===== config.mk =====
export PLATFORM = sky130hd
export DESIGN_NAME = multiplication_arbiter
export DESIGN_NICKNAME = d
export VERILOG_FILES = /design/src/rtl/multiplication_arbiter_pkg.sv /design/src/rtl/multiplication_id_fifo.sv /design/src/rtl/multiplication_arbiter.sv
export SDC_FILE = /design/constraint.sdc
export NUM_CORES = 1
export LEC_CHECK = 0
export BUFFER_PORTS_ARGS = -buffer_cell sky130_fd_sc_hd__buf_2
export CORE_AREA = 2 2 256 258
export CTS_CLUSTER_SIZE = 10
export DETAILED_ROUTE_END_ITERATION = 10
export DIE_AREA = 0 0 258 260
export RECOVER_POWER = 100
export SLEW_MARGIN = 15
export SYNTH_ARGS = -nofsm -noshare
export SYNTH_HDL_FRONTEND = slang
export SYNTH_HIERARCHICAL = 1
export SYNTH_SLANG_ARGS = --single-unit

===== constraint.sdc =====
create_clock -name clk_in -period 3.4 [get_ports clk_in]
set_input_delay 0.68 -clock clk_in [delete_from_list [all_inputs] [get_ports clk_in]]
set_output_delay 0.68 -clock clk_in [all_outputs]
set_load 0.02 [all_outputs]

===== src/rtl/multiplication_arbiter_pkg.sv =====
// Shared constants for the multiplier arbiter slice: requester count, queue depth, widths.
// Latency: n/a (constants and a width helper only).
// Backpressure: n/a.
package multiplication_arbiter_pkg;

    localparam int MULTIPLICATION_REQUESTERS    = 2;
    localparam int MULTIPLICATION_MAX_IN_FLIGHT = 4;
    localparam int MULTIPLICATION_OPERAND_WIDTH = 64;
    localparam int MULTIPLICATION_PRODUCT_WIDTH = 128;

    // Width of a requester ID; a single requester still needs one bit to hold it.
    function automatic int id_width(input int num_ids);
        return (num_ids > 1) ? $clog2(num_ids) : 1;
    endfunction

    localparam int MULTIPLICATION_ID_WIDTH = id_width(MULTIPLICATION_REQUESTERS);

endpackage


===== src/rtl/multiplication_id_fifo.sv =====
// In-order queue of requester IDs for multiplications that are still in flight.
// Latency: push visible at the head one cycle later; pop_data_out is the combinational head.
// Backpressure: pushes while full and pops while empty are ignored; full_out/count_out tell the producer.
//
// Ports: clk_in, reset_in (async active-low), push_in/push_data_in, pop_in/pop_data_out,
//        full_out, empty_out, count_out (occupancy 0..DEPTH).
module multiplication_id_fifo #(
    parameter int DEPTH = 4,
    parameter int WIDTH = 1
) (
    input  logic                     clk_in,
    input  logic                     reset_in,
    input  logic                     push_in,
    input  logic [WIDTH-1:0]         push_data_in,
    input  logic                     pop_in,
    output logic [WIDTH-1:0]         pop_data_out,
    output logic                     full_out,
    output logic                     empty_out,
    output logic [$clog2(DEPTH):0]   count_out
);

    localparam int AW = $clog2(DEPTH);
    localparam logic [AW:0] FULL_COUNT = DEPTH[AW:0];

    logic [WIDTH-1:0] mem [DEPTH];
    logic [AW-1:0]    wr_ptr;
    logic [AW-1:0]    rd_ptr;
    logic             do_push;
    logic             do_pop;

    assign empty_out    = (count_out == '0);
    assign full_out     = (count_out == FULL_COUNT);
    assign do_push      = push_in & ~full_out;
    assign do_pop       = pop_in & ~empty_out;
    assign pop_data_out = mem[rd_ptr];

    // Depth is a power of two, so the pointers wrap by natural overflow.
    always_ff @(posedge clk_in or negedge reset_in) begin
        if (!reset_in) begin
            wr_ptr    <= '0;
            rd_ptr    <= '0;
            count_out <= '0;
        end else begin
            if (do_push) wr_ptr <= wr_ptr + 1'b1;
            if (do_pop)  rd_ptr <= rd_ptr + 1'b1;
            if (do_push && !do_pop)      count_out <= count_out + 1'b1;
            else if (do_pop && !do_push) count_out <= count_out - 1'b1;
        end
    end

    // Storage needs no reset: entries are only read once the count says they were written.
    always_ff @(posedge clk_in) begin
        if (do_push) mem[wr_ptr] <= push_data_in;
    end

endmodule


===== src/rtl/multiplication_arbiter.sv =====
// Round-robin sharing of one in-order multiplier between NUM_REQUESTERS issue ports, with product steering.
// Latency: grant is combinational in the request cycle; result appears one cycle after mul_is_valid_in.
// Backpressure: no grant while the multiplier is not ready or MAX_IN_FLIGHT products are outstanding.
//
// Ports: clk_in, reset_in (async active-low); request_* issue side (valid/ready per requester, packed
//        operands with requester 0 in the LSBs); result_* return side (one-hot valid pulse, registered
//        product and sign); mul_* handshake to and from fast_multiplication.
module multiplication_arbiter
    import multiplication_arbiter_pkg::*;
#(
    parameter int NUM_REQUESTERS        = MULTIPLICATION_REQUESTERS,
    parameter int OPERAND_WIDTH_IN_BITS = MULTIPLICATION_OPERAND_WIDTH,
    parameter int PRODUCT_WIDTH_IN_BITS = MULTIPLICATION_PRODUCT_WIDTH,
    parameter int MAX_IN_FLIGHT         = MULTIPLICATION_MAX_IN_FLIGHT
) (
    input  logic                                              clk_in,
    input  logic                                              reset_in,
    input  logic [NUM_REQUESTERS-1:0]                         request_valid_in,
    output logic [NUM_REQUESTERS-1:0]                         request_ready_out,
    input  logic [NUM_REQUESTERS-1:0]                         request_multiplier_sign_bit_in,
    input  logic [NUM_REQUESTERS*OPERAND_WIDTH_IN_BITS-1:0]   request_multiplier_in,
    input  logic [NUM_REQUESTERS-1:0]                         request_multicand_sign_bit_in,
    input  logic [NUM_REQUESTERS*OPERAND_WIDTH_IN_BITS-1:0]   request_multicand_in,
    output logic [NUM_REQUESTERS-1:0]                         result_valid_out,
    output logic                                              result_product_sign_bit_out,
    output logic [PRODUCT_WIDTH_IN_BITS-1:0]                  result_product_out,
    input  logic                                              mul_is_ready_in,
    output logic                                              mul_is_valid_out,
    output logic                                              mul_multiplier_sign_bit_out,
    output logic [OPERAND_WIDTH_IN_BITS-1:0]                  mul_multiplier_out,
    output logic                                              mul_multicand_sign_bit_out,
    output logic [OPERAND_WIDTH_IN_BITS-1:0]                  mul_multicand_out,
    input  logic                                              mul_is_valid_in,
    input  logic                                              mul_product_sign_bit_in,
    input  logic [PRODUCT_WIDTH_IN_BITS-1:0]                  mul_product_in
);

    localparam int ID_W  = id_width(NUM_REQUESTERS);
    localparam int CNT_W = $clog2(MAX_IN_FLIGHT) + 1;
    localparam logic [CNT_W-1:0] MAX_COUNT = MAX_IN_FLIGHT[CNT_W-1:0];

    logic [ID_W-1:0]  rr_ptr;
    logic [ID_W-1:0]  cand_id;
    logic [ID_W-1:0]  grant_id;
    logic [ID_W-1:0]  head_id;
    logic             grant_found;
    logic             can_issue;
    logic             pop;
    logic             fifo_full;
    logic             fifo_empty;
    logic [CNT_W-1:0] in_flight;
    // Sticky flag: a product arrived with no matching ID and was dropped. Debug visibility only.
    logic             drop_err;
    logic             unused_ok;

    // First valid requester at or after the pointer; power-of-two count makes the ID add wrap for free.
    always_comb begin
        grant_found = 1'b0;
        grant_id    = '0;
        cand_id     = '0;
        for (int i = 0; i < NUM_REQUESTERS; i++) begin
            cand_id = rr_ptr + ID_W'(i);
            if (!grant_found && request_valid_in[cand_id]) begin
                grant_found = 1'b1;
                grant_id    = cand_id;
            end
        end
    end

    // Uses the occupancy before this edge, so a same-cycle pop does not open a slot early.
    // reset_in gates the grant so every output reads zero while reset is held.
    assign can_issue = reset_in & mul_is_ready_in & (in_flight < MAX_COUNT) & grant_found;
    assign pop       = mul_is_valid_in & ~fifo_empty;

    always_comb begin
        request_ready_out           = '0;
        mul_is_valid_out            = 1'b0;
        mul_multiplier_sign_bit_out = 1'b0;
        mul_multiplier_out          = '0;
        mul_multicand_sign_bit_out  = 1'b0;
        mul_multicand_out           = '0;
        if (can_issue) begin
            request_ready_out[grant_id] = 1'b1;
            mul_is_valid_out            = 1'b1;
            mul_multiplier_sign_bit_out = request_multiplier_sign_bit_in[grant_id];
            mul_multiplier_out          = request_multiplier_in[grant_id*OPERAND_WIDTH_IN_BITS +: OPERAND_WIDTH_IN_BITS];
            mul_multicand_sign_bit_out  = request_multicand_sign_bit_in[grant_id];
            mul_multicand_out           = request_multicand_in[grant_id*OPERAND_WIDTH_IN_BITS +: OPERAND_WIDTH_IN_BITS];
        end
    end

    multiplication_id_fifo #(
        .DEPTH (MAX_IN_FLIGHT),
        .WIDTH (ID_W)
    ) u_id_fifo (
        .clk_in       (clk_in),
        .reset_in     (reset_in),
        .push_in      (can_issue),
        .push_data_in (grant_id),
        .pop_in       (pop),
        .pop_data_out (head_id),
        .full_out     (fifo_full),
        .empty_out    (fifo_empty),
        .count_out    (in_flight)
    );

    always_ff @(posedge clk_in or negedge reset_in) begin
        if (!reset_in) begin
            rr_ptr                      <= '0;
            result_valid_out            <= '0;
            result_product_sign_bit_out <= 1'b0;
            result_product_out          <= '0;
            drop_err                    <= 1'b0;
        end else begin
            if (can_issue) rr_ptr <= grant_id + 1'b1;
            result_valid_out <= '0;
            if (pop) begin
                result_valid_out[head_id]   <= 1'b1;
                result_product_sign_bit_out <= mul_product_sign_bit_in;
                result_product_out          <= mul_product_in;
            end
            if (mul_is_valid_in && fifo_empty) drop_err <= 1'b1;
        end
    end

    // Occupancy already drives the issue limit, so the full flag has no other reader.
    assign unused_ok = ^{drop_err, fifo_full};

endmodule


# --- Yosys cells after proc, flatten, opt, wreduce, memory -nomap -nowiden ---
# Memories as Yosys holds them, arrays and structs flattened.
# Index checks and enable logic that the tools add are counted.
word_totals:
  reg_bits: 139
  wordCells: 69
  inputBits: 395
  output_inout_bits: 264
  mem_count: 1
  mem_bits_rw: 4
mem_list:
  columns: ["memory", "depth", "width", "read_ports", "rd_clocked_by_memory_dff", "wr", "line", "text"]
  rows:
  - ["u_id_fifo.mem", 4, 1, 1, 0, 1, "multiplication_id_fifo.sv:25", "logic [WIDTH-1:0] mem [DEPTH];"]
op_classes:
  magnitude_cmp: 7
  n_bitwise: 8
  add_sub_neg: 6
  n_reduce_logical: 10
  n_shift: 2
  muxes: 27
  eq_ne: 1
op_table:
  columns: ["cell", "count"]
  rows:
  - ["$shiftx 128x8->64", 2]
  - ["$mux 64", 2]
  - ["$mux 1", 19]
  - ["$lt 1x2->1 const B", 4]
  - ["$and 1x1->1", 6]
  - ["$mux 3", 2]
  - ["$logic_and 1x1->1", 5]
  - ["$add 2x1->2 const B", 2]
  - ["$mux 2", 2]
  - ["$add 3x1->3 const B", 1]
  - ["$eq 3x3->1 const B", 1]
  - ["$logic_not 1->1", 3]
  - ["$logic_not 3->1", 1]
  - ["$lt 3x3->1 const B", 1]
  - ["$sub 3x1->3 const B", 1]
  - ["$add 1x1->1 const B", 2]
  - ["$demux 1 s1", 2]
  - ["$ge 1x1->1 const B", 2]
  - ["$not 1->1", 2]
  - ["$reduce_bool 2->1", 1]

# --- Depth between registers and ports, before layout ---
logic_depth:
  ltp_word: 12
  ltp_mapped: 13
  mapped_depth_nobuf: 10

# --- Cells and area by module ---
# Netlist, hierarchy kept.
modules_own_cells:
  columns: ["module", "area_each_um2", "n_inst", "cells_per_inst", "seq_area_each_um2"]
  rows:
  - ["multiplication_arbiter", 6259.8, 1, 448, 3303.2]
  - ["multiplication_id_fifo", 575.6, 1, 42, 295.3]

# --- Least setup slack after synthesis ---
# Ideal clock, no wire load.
synth_path:
  path_kind: "register to register"
  startpoint: "register u_id_fifo.count_out[0]"
  endpoint: "register u_id_fifo.count_out[2]"
  required_time_ns: 3.321
  period_less_slack_ns: 2.556
  stages_incl_launch_ff: 14
  arrival_time_ns: 2.477
  slack_ns: 0.844
  setup_ns: 0.079
  path_buffers: 3
  path_cell_list: "dfrtp_1 > or3_1 > inv_1 > nor2b_1 > buf_2 > buf_2 > buf_2 > nand2_1 > ha_1 > inv_1 > fa_1 > xor2_1 > nor2_1 > xor2_1"
synth_via:
  elab_chain_cells: 7
  word_cells_on_any_way: 19
  cone_classes: "2 x add/sub; 1 x order compare; 1 x eq/ne; 2 x mux; 7 x bitwise; 6 x reduce/logical"
synth_rtl:
  columns: ["item", "line", "text"]
  rows:
  - ["start, declared", "multiplication_id_fifo.sv:19", "output logic [$clog2(DEPTH):0] count_out"]
  - ["start signal, assigned", "multiplication_id_fifo.sv:46", "if (do_push && !do_pop) count_out <= count_out + 1'b1;"]
  - ["start signal, assigned", "multiplication_id_fifo.sv:47", "else if (do_pop && !do_push) count_out <= count_out - 1'b1;"]
  - ["$logic_not 3->1 (*)", "multiplication_id_fifo.sv:31", "assign empty_out = (count_out == '0);"]
  - ["named net fifo_empty", "multiplication_arbiter.sv:50", "logic fifo_empty;"]
  - ["$not 1->1 (*)", "multiplication_arbiter.sv:73", "assign pop = mul_is_valid_in & ~fifo_empty;"]
  - ["$and 1x1->1 (*)", "multiplication_arbiter.sv:73", null]
  - ["named net pop", "multiplication_arbiter.sv:48", "logic pop;"]
  - ["$and 1x1->1 (*)", "multiplication_id_fifo.sv:34", "assign do_pop = pop_in & ~empty_out;"]
  - ["$logic_not 1->1", "multiplication_id_fifo.sv:46", null]
  - ["$logic_and 1x1->1", "multiplication_id_fifo.sv:46", null]
  - ["$mux 3 or $reduce_bool 2->1 (tied branches)", null, null]
# Mark *: on every way through the listed nets, which the timed path passes. The rest lies on a longest branch. The select of a mux whose other input is x is not followed.
# A chain may end at the register's enable or synchronous reset.

# --- Worst setup path after layout ---
layout_path:
  startpoint: "register u_id_fifo.count_out[2]"
  endpoint: "output mul_multiplier_out[51]"
layout_via:
  elab_chain_cells: 4
layout_rtl:
  columns: ["item", "line", "text"]
  rows:
  - ["$lt 3x3->1", "multiplication_arbiter.sv:72", "assign can_issue = reset_in & mul_is_ready_in & (in_flight < MAX_COUNT) & grant_found;"]
  - ["$and 1x1->1 (2 in series)", "multiplication_arbiter.sv:72", null]
  - ["$mux 64", "multiplication_arbiter.sv:82", "if (can_issue) begin"]
  - ["end, declared", "multiplication_arbiter.sv:30", "output logic [OPERAND_WIDTH_IN_BITS-1:0] mul_multiplier_out,"]
# No other way between the ends.

==> metrics.md <==
| Metric | Value |
|---|---|
| Outcome | `finished with violations` |
| Failing checks | `max-capacitance violations, max-slew violations` |
| Die area | `about 0.067 sq mm` |
| Syn Inst Count | `just under 500` |
| Core Box Area | `0.06412 sq mm` |
| Peak VDD IR | `~500 uV` |
| Hpwl dp | `39830 microns` |
| DP Area | `0.01110 sq mm` |
| Final core utilization | `17.68%` |
| Routed WL per cell | `~23 microns` |
| Fillers | `~7.3k` |
| Vias in the first global route | `between 7k and 8k` |
| Final setup fails | `0` |
| Syn Area/Cell | `13.95 sq um` |
| Cts repair resizes | `0` |
| Max-slew violation count | `170` |
| Leakage power | `5.000 nW` |
| Most frequent cells after synthesis | `dfrtp_1 (139), a22o_1 (130), mux2_2 (130), buf_2 (34), buf_6 (11)` |
| Most common cell in the netlist | `dfrtp_1` |
| Die W | `258 microns` |
| Max Freq | `318.0 MHz` |
| Slew margin rel. | `-26.96%` |
| Number of DRC markers in iteration 0 | `313` |
| Port Buf Inserts | `658` |
| Vias per cell | `around 3.6` |
| Clock sinks | `143` |
| Hold-fix buffers at CTS | `0` |
| Comb power frac | `40.0%` |
| Worst Path Arrival | `2.46 ns` |
| Largest net degree at the start of global routing | `133` |
| First-pass GRT wire length | `59770 microns` |
| Reg2reg path depth | `5` |
| Yosys reg bits | `about 140` |
| Drt drc | `0` |
| Net switching power | `3.085 mW` |
| Htree depth | `4` |
| Layout cell share with drive strength beyond 1 | `between 50% and 60%` |
| Asr flop ratio synth | `a little over nine tenths` |
| Mapped Nets | `~900` |
| Synth cell types | `27` |
| Total Power | `7.590 mW` |
| Total CTS buffers | `17` |
| Tcrit/Tclk final | `92.48%` |
| Clock root buffer | `clkbuf_16` |
| Initial DRT Pass Iterations | `4` |
| Via count | `7193` |
| CTS tree | `yes` |
| Clock transition at path regs | `0.08 ns` |
| Post-route setup slack | `0.2557 ns` |
| Min-delay worst type | `input pin to register` |
| Pwr/cell area | `669.7 mW/mm^2` |
| Switching part of the total | `just over 40%` |
| Global route total overflow | `0` |
| Worst setup path class | `register to output port` |
| Min-Delay Path Depth | `2` |
| Routed WL | `46160 microns` |
| Synth Flop Type | `dfrtp_1` |
| Post-route minimum period | `3.144 ns` |
| RSZ-0062 raised after global routing | `false` |
| Max FO, Critical Path | `20` |
| Post-synth EDFFs | `4` |
| MaxCap Viol Count | `2` |
| Latest clock arrival within the worst-skew pair | `0.46 ns` |
| Die H | `260 microns` |
| Tot GR Track Use | `13.28%` |
| Placed Cells | `a little under 2k` |
| Crit start category | `register` |
| Final setup TNS | `0 ns` |
| Initial antenna violation count | `56` |
| Post-Layout Cell Count | `2010` |
| Internal power | `4.505 mW` |
| Place WS | `approximately 0.55 ns` |
| Final Hold Fails | `0` |
| Worst Tran Pin Value | `roughly 1.9 ns` |
| CTS Buffer Depth | `2` |
| Largest area contributor in the netlist | `dfrtp_1` |
| Routability Congestion | `0.8560` |
| Sequential share of the synthesized area | `52.65%` |
| Top-Level Pins | `659` |
| Design Area, Final | `0.01133 sq mm` |
| Yosys top cell area share | `50.89%` |
| CP required | `2.72 ns` |
| Area Overhead vs Synth | `65.81%` |
| Synth Cell Area | `slightly below 0.007 sq mm` |
| Layout Nets | `about 1.5k` |
| Leading post-synthesis cells by cell area | `dfrtp_1 (51%), mux2_2 (21%), a22o_1 (17%)` |
| Final Skew | `roughly 0.013 ns` |
| # rows | `93` |
| CP Capture Type | `output port` |
| Seq pwr share | `34.6%` |
| Post-CTS Setup Bufs | `0` |
| Syn. warnings | `6` |
| Clock share of power | `25.4%` |
| Hold slack | `between 0.4 and 0.5 ns` |
| Initial Utilization | `about a tenth` |
| Post-route ant nets | `0` |
## flip-flops by register name, indices dropped and copies added, names as in the netlist
name and flops:
result_product_out 128, u_id_fifo/mem 4, u_id_fifo/count_out 3, result_valid_out 2
u_id_fifo/rd_ptr 2, u_id_fifo/wr_ptr 2, result_product_sign_bit_out 1, rr_ptr 1
## cells by family after synthesis
group	synth area share (%)
buffers and inverters	4.631
adder cells (fa/ha/maj)	1.208
flip-flops	52.65
AND/OR/NAND/NOR	1.849
AO/OA/AOI/OAI	16.93
multiplexers	21.97
XOR/XNOR	0.7688
## worst max-delay path, cell delays in order, from the launching register on
cell      delay (ns)
dfrtp_1         0.41
and3b_1         0.34
and3_4          0.30
clkbuf_2        0.41
a22o_1          0.28
clkbuf_1        0.26
## placed cells by master (no fill, tap or decap), types with 4 or more instances in the layout
| master | instances |
|---|---|
| buf_2 | 402 |
| inv_1 | 4 |
| xnor2_1 | 4 |
| dfrtp_1 | 139 |
| buf_12 | 4 |
| clkbuf_16 | 17 |
| inv_6 | 7 |
| mux2_2 | 130 |
| a22o_1 | 130 |
| diode_2 | 9 |
| ha_1 | 5 |
| edfxtp_1 | 4 |
| and2_0 | 4 |
| clkbuf_1 | 258 |
## per-layer routing
metal,track usage (%),wire (microns),part of all wire [%],up-vias
li1,-,-,-,3170
met1,12.74,15200,33,3405
met2,25.84,25250,55,494
met3,3.548,3548,7.7,116
met4,6.744,2104,4.6,8
met5,0,55,0.12,-
## final timing paths
path / startpoint / to / slack, ns
hold reg to reg: u_id_fifo/rd_ptr[1] / u_id_fifo/rd_ptr[1] / 0.49
setup reg to reg: u_id_fifo/count_out[0] / result_product_out[104] / 0.50
hold / removal: mul_product_in[71] / result_product_out[71] / 0.45
max in group asynchronous: reset_in / result_product_out[46] / 0.73
setup / recovery: u_id_fifo/count_out[2] / mul_multiplier_out[51] / 0.26
min in group asynchronous: reset_in / result_product_out[103] / 0.88
## power groups by stage
stage	registers, mW	clock network (mW)	logic (mW)
finish	2.63	1.92	3.04
detailed placement	2.63	0	3.29
CTS	2.62	2.02	3.30
global placement	2.61	0	3.28
global route	2.72	2.07	3.27
floorplan	3.29	0	1.27
## cell type report
| class | instances | area, sq um | share of cell area, % |
|---|---|---|---|
| sequential | 143 | 3598 | 31.75 |
| antenna | 9 | 22.52 | 0.1987 |
| clock buffer | 17 | 425.4 | 3.754 |
| clock inverter | 15 | 168.9 | 1.490 |
| inverter | 4 | 15.01 | 0.1325 |
| timing repair buffer | 670 | 3107 | 27.41 |
| tap | 855 | 1070 | 9.439 |
| multi-input combinational | 297 | 2927 | 25.82 |
(Power assumes the default switching activity.)
